`src/rtl/clock_enable_gen_if.sv`:
```
// Control/strobe bundle for clock_enable_gen. The master side drives the
// enable and the tap-select request; the slave side returns the strobes and status.
interface clock_enable_gen_if #(
  parameter int TAPS  = 6,
  parameter int SEL_W = 3
);
  logic             pll_ena;
  logic [SEL_W-1:0] sel;
  logic             sel_valid;
  logic             sel_ready;
  logic [TAPS-1:0]  tap_en;
  logic             clk_en;
  logic             locked;

  modport master (
    output pll_ena, sel, sel_valid,
    input  sel_ready, tap_en, clk_en, locked
  );

  modport slave (
    input  pll_ena, sel, sel_valid,
    output sel_ready, tap_en, clk_en, locked
  );
endinterface

```
`src/rtl/clock_enable_gen.sv`:
```
// Fabric clock-enable generator. A prescaler plus a binary counter produce TAPS
// aligned strobes at clk_in/(BASE_DIV*2^k). A settle/lock sequence gates them,
// and clk_en follows one selectable tap, changing taps only on a strobe of the
// slower of the old and new taps so no enable spacing is ever shorter than
// either tap's period.

// One tap decoder: strobe when the prescaler is at zero and the low k counter
// bits are zero.
module clock_enable_gen_tap #(
  parameter int K  = 0,
  parameter int CW = 1
) (
  input  logic          active,
  input  logic          pre_zero,
  input  logic [CW-1:0] cnt,
  output logic          strobe
);
  localparam logic [CW-1:0] MASK = CW'((64'd1 << K) - 64'd1);

  assign strobe = active & pre_zero & ~|(cnt & MASK);
endmodule

module clock_enable_gen #(
  parameter int TAPS          = 6,
  parameter int BASE_DIV      = 2,
  parameter int SETTLE_CYCLES = 1024,
  parameter int SEL_W         = 3
) (
  input logic            clk_in,
  input logic            nres,
  clock_enable_gen_if.slave bus
);
  localparam int PW = (BASE_DIV > 1) ? $clog2(BASE_DIV) : 1;
  localparam int CW = TAPS - 1;
  localparam int SW = (SETTLE_CYCLES > 1) ? $clog2(SETTLE_CYCLES) : 1;
  localparam logic [PW-1:0]    PRE_LAST    = PW'(BASE_DIV - 1);
  localparam logic [SW-1:0]    SETTLE_LAST = SW'(SETTLE_CYCLES - 1);
  localparam logic [SEL_W-1:0] SEL_MAX     = SEL_W'(TAPS - 1);

  typedef enum logic [1:0] {IDLE, SETTLE, RUN, SWITCH} state_t;

  state_t           state, state_n;
  logic [PW-1:0]    pre, pre_n;
  logic [CW-1:0]    cnt, cnt_n;
  logic [SW-1:0]    settle, settle_n;
  logic [SEL_W-1:0] cur_sel, cur_sel_n;
  logic [SEL_W-1:0] nxt_sel, nxt_sel_n;
  logic [SEL_W-1:0] sel_c, max_sel;
  logic             active, pre_zero, accept, switch_now;
  logic [TAPS-1:0]  tap;

  assign active   = (state == RUN) || (state == SWITCH);
  assign pre_zero = (pre == '0);
  assign sel_c    = (32'(bus.sel) >= 32'(TAPS)) ? SEL_MAX : bus.sel;
  assign accept   = bus.sel_valid & bus.sel_ready;
  assign max_sel  = (nxt_sel > cur_sel) ? nxt_sel : cur_sel;

  for (genvar k = 0; k < TAPS; k++) begin : g_tap
    clock_enable_gen_tap #(.K(k), .CW(CW)) u_tap (
      .active   (active),
      .pre_zero (pre_zero),
      .cnt      (cnt),
      .strobe   (tap[k])
    );
  end

  // A strobe on the slower tap is also a strobe on the faster one, so the
  // handover cycle always carries clk_en=1 from the old tap.
  assign switch_now    = |(tap & (TAPS'(1) << max_sel));
  assign bus.tap_en    = tap;
  assign bus.clk_en    = |(tap & (TAPS'(1) << cur_sel));
  assign bus.locked    = active;
  assign bus.sel_ready = (state != SWITCH);

  // Next-state and datapath update; pll_ena low overrides everything.
  always_comb begin
    state_n   = state;
    pre_n     = pre;
    cnt_n     = cnt;
    settle_n  = settle;
    cur_sel_n = cur_sel;
    nxt_sel_n = nxt_sel;
    if (!bus.pll_ena) begin
      state_n  = IDLE;
      pre_n    = '0;
      cnt_n    = '0;
      settle_n = '0;
      if (state == SWITCH) cur_sel_n = nxt_sel;
      else if (accept)     cur_sel_n = sel_c;
    end else begin
      if (active) begin
        if (pre == PRE_LAST) begin
          pre_n = '0;
          cnt_n = cnt + 1'b1;
        end else begin
          pre_n = pre + 1'b1;
        end
      end
      case (state)
        IDLE: begin
          state_n  = SETTLE;
          settle_n = '0;
          if (accept) cur_sel_n = sel_c;
        end
        SETTLE: begin
          if (accept) cur_sel_n = sel_c;
          if (settle == SETTLE_LAST) begin
            state_n = RUN;
            pre_n   = '0;
            cnt_n   = '0;
          end else begin
            settle_n = settle + 1'b1;
          end
        end
        RUN: begin
          if (accept && (sel_c != cur_sel)) begin
            nxt_sel_n = sel_c;
            state_n   = SWITCH;
          end
        end
        SWITCH: begin
          if (switch_now) begin
            cur_sel_n = nxt_sel;
            state_n   = RUN;
          end
        end
        default: state_n = IDLE;
      endcase
    end
  end

  // State and datapath registers, cleared asynchronously.
  always_ff @(posedge clk_in or negedge nres) begin
    if (!nres) begin
      state   <= IDLE;
      pre     <= '0;
      cnt     <= '0;
      settle  <= '0;
      cur_sel <= '0;
      nxt_sel <= '0;
    end else begin
      state   <= state_n;
      pre     <= pre_n;
      cnt     <= cnt_n;
      settle  <= settle_n;
      cur_sel <= cur_sel_n;
      nxt_sel <= nxt_sel_n;
    end
  end
endmodule
```
`src/flat_wrapper.sv`:
```
// flat-port wrapper written by rule: the top's interface ports become plain ports
module clock_enable_gen_flat 
#(
  parameter int TAPS          = 6,
  parameter int BASE_DIV      = 2,
  parameter int SETTLE_CYCLES = 1024,
  parameter int SEL_W         = 3
)
  (clk_in, nres, bus_pll_ena, bus_sel, bus_sel_valid, bus_sel_ready, bus_tap_en, bus_clk_en, bus_locked);
  clock_enable_gen_if #(.TAPS(TAPS), .SEL_W(SEL_W)) bus_i ();
  input logic clk_in;
  input logic nres;
  input wire logic [$bits(bus_i.pll_ena)-1:0] bus_pll_ena;
  input wire logic [$bits(bus_i.sel)-1:0] bus_sel;
  input wire logic [$bits(bus_i.sel_valid)-1:0] bus_sel_valid;
  output wire logic [$bits(bus_i.sel_ready)-1:0] bus_sel_ready;
  output wire logic [$bits(bus_i.tap_en)-1:0] bus_tap_en;
  output wire logic [$bits(bus_i.clk_en)-1:0] bus_clk_en;
  output wire logic [$bits(bus_i.locked)-1:0] bus_locked;
  assign bus_i.pll_ena = bus_pll_ena;
  assign bus_i.sel = bus_sel;
  assign bus_i.sel_valid = bus_sel_valid;
  assign bus_sel_ready = bus_i.sel_ready;
  assign bus_tap_en = bus_i.tap_en;
  assign bus_clk_en = bus_i.clk_en;
  assign bus_locked = bus_i.locked;
  clock_enable_gen #(.TAPS(TAPS), .BASE_DIV(BASE_DIV), .SETTLE_CYCLES(SETTLE_CYCLES), .SEL_W(SEL_W)) u_core (.clk_in(clk_in), .nres(nres), .bus(bus_i));
endmodule
```
`config.mk`:
```
export PLATFORM = sky130hd
export DESIGN_NAME = clock_enable_gen_flat
export DESIGN_NICKNAME = d
export VERILOG_FILES = /design/src/rtl/clock_enable_gen_if.sv /design/src/rtl/clock_enable_gen.sv /design/src/flat_wrapper.sv
export SDC_FILE = /design/constraint.sdc
export NUM_CORES = 1
export LEC_CHECK = 0
export CORE_ASPECT_RATIO = 1.1
export CORE_MARGIN = 2
export CORE_UTILIZATION = 46
export DETAILED_ROUTE_END_ITERATION = 10
export GPL_ROUTABILITY_DRIVEN = 0
export PLACE_DENSITY = 0.66
export SLEW_MARGIN = 10
export SYNTH_ARGS = -nofsm -noshare
export SYNTH_HDL_FRONTEND = slang
export SYNTH_SLANG_ARGS = --single-unit
```
`constraint.sdc`:
```
create_clock -name clk_in -period 2.9 [get_ports clk_in]
set_input_delay 0.725 -clock clk_in [delete_from_list [all_inputs] [get_ports clk_in]]
set_output_delay 0.725 -clock clk_in [all_outputs]
set_load 0.01 [all_outputs]
```
After elaboration in Yosys (flattened, before gate mapping) --
Index checks and enable logic that the tools add are counted.
Storage, ports and cells: register bits after elaboration 24, input bits 7
Operators by class: add/subtract/negate cells 3, magnitude comparators 2, equality and inequality tests 12, shift operators 2, multiplexer cells 25, bitwise operators 10, reductions and logical operators 19
Operator list (count):
- $mux 5 | 5
- $mux 10 | 2
- $pmux 10 s2 | 1
- $mux 3 | 6
- $and 6x6->6 | 2
- $reduce_or 6->1 | 2
- $shl 1x3->6 const A | 2
- $add 10x1->10 const B | 1
- $eq 10x10->1 const B | 1
- $ne 3x2->1 const B | 3
- $mux 2 | 4
- $pmux 2 s4 | 1
- $and 1x1->1 | 7
- $ne 3x3->1 const B | 2
- $pmux 3 s2 | 1
- $reduce_and 3->1 | 2
- $add 5x1->5 const B | 1
- $logic_not 1->1 | 5
- $mux 1 | 5
- $reduce_or 5->1 | 1
- $eq 2x2->1 const B | 2
- $reduce_and 2->1 | 2
- $reduce_or 2->1 | 2
- $reduce_or 4->1 | 1
- other kinds (12) | 12

Depth between registers and ports, before layout --
Gate-level depths: netlist of the first run.
depth after elaboration 9, depth in mapped cells 8, depth with buffers taken out 8

Hierarchy --
A second synthesis of the first run with hierarchy kept.
Unflattened totals: cells, all modules 181, area total of the unflattened synthesis 1654.1 um^2
By module, submodules not included:
- clock_enable_gen | instances 1, cells an instance 171, area each 1576.5 um^2, sequential area each 600.6 um^2
- clock_enable_gen_tap at u_core.g_tap[5].u_tap | instances 1, cells an instance 3, area each 21.3 um^2, sequential area each 0.0 um^2
- clock_enable_gen_tap at u_core.g_tap[3].u_tap | instances 1, cells an instance 2, area each 16.3 um^2, sequential area each 0.0 um^2
- clock_enable_gen_tap at u_core.g_tap[2].u_tap | instances 1, cells an instance 1, area each 12.5 um^2, sequential area each 0.0 um^2
- clock_enable_gen_tap at u_core.g_tap[4].u_tap | instances 1, cells an instance 2, area each 12.5 um^2, sequential area each 0.0 um^2
- clock_enable_gen_tap at u_core.g_tap[1].u_tap | instances 1, cells an instance 1, area each 8.8 um^2, sequential area each 0.0 um^2
- clock_enable_gen_tap at u_core.g_tap[0].u_tap | instances 1, cells an instance 1, area each 6.3 um^2, sequential area each 0.0 um^2

Worst setup path before layout of the first run --
OpenSTA, ideal clock, no wires.
path kind register to output, start register u_core.state[1], end output bus_clk_en, arrival time 1.702 ns, data required time 2.175 ns, setup slack 0.473 ns, cell stages (with the launch flop) 8, buffers on the path 2, cells stage by stage dfrtp_1 -> buf_2 -> clkbuf_1 -> ha_1 -> nand2_1 -> nor3_1 -> a31oi_1 -> o21ai_0
On the way: cells in the longest elaborated chain, start to end 6, elaborated cells between the ends (all ways) 11, classes of those cells 2 x eq/ne; 7 x bitwise; 2 x reduce/logical
RTL lines:
- start, declared | line clock_enable_gen.sv:42 | state_t state, state_n;
- start signal, assigned | line clock_enable_gen.sv:142 | state <= state_n;
- $eq 2x2->1 | line clock_enable_gen.sv:52 | assign active = (state == RUN) || (state == SWITCH);
- $logic_or 1x1->1 * | line clock_enable_gen.sv:52
- net bus_locked | line flat_wrapper.sv:19 | output wire logic [$bits(bus_i.locked)-1:0] bus_locked;
- $and 1x1->1 * | line clock_enable_gen.sv:20 | assign strobe = active & pre_zero & ~|(cnt & MASK);
- net u_core.g_tap[0].u_tap.strobe | line clock_enable_gen.sv:16 | output logic strobe
- $and 1x1->1 * | line clock_enable_gen.sv:20
- net u_core.g_tap[4].u_tap.strobe | line clock_enable_gen.sv:16
- $and 6x6->6 * | line clock_enable_gen.sv:71 | assign bus.clk_en = |(tap & (TAPS'(1) << cur_sel));
- $reduce_or 6->1 * | line clock_enable_gen.sv:71
- end, declared | line flat_wrapper.sv:18 | output wire logic [$bits(bus_i.clk_en)-1:0] bus_clk_en;
The timed path passes the listed nets; every way through them passes the cells marked *.

Final worst setup path of the first run --
start register u_core.cnt[0], end output bus_tap_en[4]
On the way: cells in the longest elaborated chain, start to end 3
RTL lines:
- start, declared | line clock_enable_gen.sv:44 | logic [CW-1:0] cnt, cnt_n;
- start signal, assigned | line clock_enable_gen.sv:144 | cnt <= cnt_n;
- $reduce_or 4->1 | line clock_enable_gen.sv:20
- $logic_not 1->1 | line clock_enable_gen.sv:20
- $and 1x1->1 | line clock_enable_gen.sv:20
- end, declared | line flat_wrapper.sv:17 | output wire logic [$bits(bus_i.tap_en)-1:0] bus_tap_en;
No other way between the ends.

==> flow_summary.json, run 1 <==
{
  "grt_pass1_vias": 1253,
  "synth_commonest_cells": "24 x dfrtp_1, 22 x nand2_1, 16 x nor2_1",
  "finalNetCount": 205,
  "crit_family": "buffers and inverters",
  "intPower_mw": 0.462,
  "ant_nets": 0,
  "synth_top_cell_by_area": "dfrtp_1",
  "rr_worst_depth": 8,
  "fin_tns_setup_ns": 0,
  "grt_pass1_wl_um": 5530,
  "skew_ns": 0.00222,
  "synth_edf_count": 0,
  "dr.pass1.iters": 4,
  "power_density_mw_per_mm2": 361,
  "cpMaxStageDelayCell": "clkdlybuf4s50_1",
  "comb_power_share": 0.219,
  "antenna_found_initial": 0,
  "drive_gt1_frac": 0.138,
  "hold_viol_final": 0,
  "crit_buf_inv": 3,
  "yosysUniqueCellTypes": 44,
  "synth-seq-cells": 24,
  "grt_max_degree": 25,
  "fin_util": 0.551,
  "critPathKind": "reg -> out",
  "outcome": "finished, final reports clean",
  "syn_inst": 176,
  "grt-ovfl-total": 0,
  "clock-sinks": 24,
  "htreeDepth": 1,
  "ys_warn_count": 0,
  "crit_required_ns": 2.17,
  "p_leak_nw": 0.836,
  "path_cells": "inv_2 -> ha_1 -> nand2_1 -> nor3_2 -> buf_4 -> clkdlybuf4s50_1",
  "port_buffers": 15,
  "start_util": 0.487,
  "slew_headroom": 0.470,
  "vdd_drop_max_v": 0.000187,
  "syn_area_mm2": 0.00164,
  "num_vias": 1288,
  "ys_seq_area_frac": 0.367,
  "synth_top_area_frac": 0.367,
  "hp-class": "reg -> reg",
  "slowest_delay_ns": 0.52,
  "synth-main-ff-cell": "dfrtp_1",
  "synth_nets": 190,
  "cp_max_fo": 4,
  "timing.final.max_slew_violations": 0,
  "start_kind": "register",
  "drt_iter0_drc": 50,
  "cp-end-kind": "output port",
  "cts-root-buf": "clkbuf_4",
  "insertion_delay_ns": 0.30,
  "period_share": 0.939,
  "rsz0062_at_grt": "false",
  "clockBufferDepth": 2,
  "dieArea_mm2": 0.00405,
  "n_antenna_cell": 0,
  "hpwl_um": 2580,
  "n_fill_cell": 314,
  "p_sw_frac": 0.308,
  "io-pin-count": 16,
  "wl_per_cell_um": 13.6,
  "max_freq_mhz": 367,
  "clk_pin_slew_ns": 0.12,
  "p_seq_frac": 0.574,
  "vias_per_cell": 5.43,
  "cts_tree": "done",
  "die_y_um": 66.5,
  "min_path_cells": 2,
  "numCtsBuffers": 3,
  "coreArea_mm2": 0.00336,
  "rows": 22,
  "synth_most_common_cell": "dfrtp_1",
  "p_sw_mw": 0.206,
  "synthArstFlopShare": 1.00,
  "area_growth_pct": 13.2,
  "track_usage": 0.180,
  "post_cts_buffers": 0,
  "maxCapViolCount": 0,
  "power.share.clock": 0.207,
  "synth_area_leaders": "dfrtp_1 37%, ha_1 5.4%, nand2_1 5.0%",
  "path_depth": 6,
  "routed_wl_um": 3230,
  "setup_viol": 0,
  "min_period_ns": 2.72,
  "crit_arrival_ns": 2.00,
  "fp.dieW_um": 60.9,
  "worst_pin_slew_ns": 0.789,
  "syn_avg_cell_area_um2": 9.29,
  "drc_errors": 0
}
-- layout make-up --
class                   count  area (um2)  share of cell area
repair buffers             20         190               0.103
flip-flops and latches     24         601               0.325
well taps                  48        60.1              0.0325
inverters                  14        52.6              0.0284
multi-input cells         128         925               0.500
clock buffers               3        22.5              0.0122
-- worst reg2reg max path, delay by kind of cell, from the launching register on --
kind                       cells  cell delay, ns
muxes                          1            0.23
adders and majority gates      1            0.35
AOI/OAI and AO/OA              3            0.68
buffers and inverters          1            0.11
and+or+nand+nor                2            0.49
DFF                            1            0.50
-- timing repair --
action | in CTS | in global routing
endpoints found under the hold margin | 0 | 0
gates cloned | 0 | 0
gates resized for setup | 2 | 1
setup endpoints to repair | 1 | 1
hold buffers | 0 | 0
-- path summary, 6_finish.rpt --
| path | startpoint | to | slack (ns) |
|---|---|---|---|
| max | u_core.cnt[0]$_DFF_PN0_ | bus_tap_en[4] | 0.18 |
| min | u_core.settle[1]$_DFFE_PN0P_ | u_core.settle[1]$_DFFE_PN0P_ | 0.52 |
| max reg2reg | u_core.cur_sel[1]$_DFFE_PN0P_ | u_core.cur_sel[1]$_DFFE_PN0P_ | 0.47 |
| min reg2reg | u_core.settle[1]$_DFFE_PN0P_ | u_core.settle[1]$_DFFE_PN0P_ | 0.52 |
| max in group asynchronous | nres | u_core.cur_sel[2]$_DFFE_PN0P_ | 1.90 |
| min in group asynchronous | nres | u_core.settle[0]$_DFFE_PN0P_ | 0.77 |
-- state kept, by name, indices dropped and copies added (netlist names) --
| signal | flops |
|---|---|
| u_core.cnt | 5 |
| u_core.nxt_sel | 3 |
| u_core.pre | 1 |
| u_core.cur_sel | 3 |
| u_core.state | 2 |
| u_core.settle | 10 |
-- metrics by stage --
step	worst slack (ns)	instance area (um2)	hold slack (ns)	std cells	total power [mW]
floorplan	0.473	1640	0.429	176	0.494
global placement	0.347	1820	0.484	234	0.531
detailed placement	0.271	1820	0.490	234	0.535
CTS	0.0285	1850	0.520	237	0.677
global route	0.0224	1850	0.549	237	0.704
finish	0.177	1850	0.519	237	0.667
-- power by group through the flow --
stage          Sequential [mW]  Clock [mW]  Combinational (mW)
6_report                 0.383       0.138               0.146
4_1_cts                  0.383       0.147               0.147
3_3_place_gp             0.388           0               0.142
5_1_grt                  0.387       0.157               0.161
3_5_place_dp             0.389           0               0.146
2_1_floorplan            0.370           0               0.124
-- layout by cell type (no fill, tap or decap), types with 3 or more instances in the layout --
cell              n
buf_4             5
a21oi_1           3
mux2i_1           8
ha_1              7
nor2b_1           4
nor2_1           16
o21ai_0           3
xor2_1            8
clkbuf_4          3
clkdlybuf4s50_1  14
inv_2             5
nand2_1          22
inv_1             9
nand3_1          11
dfrtp_1          24
mux2_1            3
xnor2_1           5
o21ai_1           4
-- logic make-up (layout without fill, tap and decap cells) --
family                     Yosys count  count (layout)  synth area share
and+or+nand+nor                     63              63             0.186
AOI/OAI and AO/OA                   34              34             0.184
buffers and inverters               24              37            0.0704
muxes                               11              11            0.0696
adders and majority gates            7               7            0.0536
DFF                                 24              24             0.367
xor gates and xnor gates            13              13            0.0696
-- metal layers --
metal | wire length, um | up-vias | global-route usage
met5 | 0 | - | 0
met4 | 22 | 0 | 0.0598
met3 | 89 | 2 | 0.0214
met2 | 1700 | 17 | 0.316
met1 | 1420 | 625 | 0.224
li1 | - | 644 | -
No activity file was read; power rests on OpenSTA's default activity.
==> run 2: changes to the inputs <==
--- a/config.mk
+++ b/config.mk
@@ -11,7 +11,6 @@
 export DETAILED_ROUTE_END_ITERATION = 10
 export GPL_ROUTABILITY_DRIVEN = 0
 export PLACE_DENSITY = 0.66
-export SLEW_MARGIN = 10
 export SYNTH_ARGS = -nofsm -noshare
 export SYNTH_HDL_FRONTEND = slang
 export SYNTH_SLANG_ARGS = --single-unit
==> results of run 2 <==
No change in the layout: final DEF, timing and power equal those of run 1.
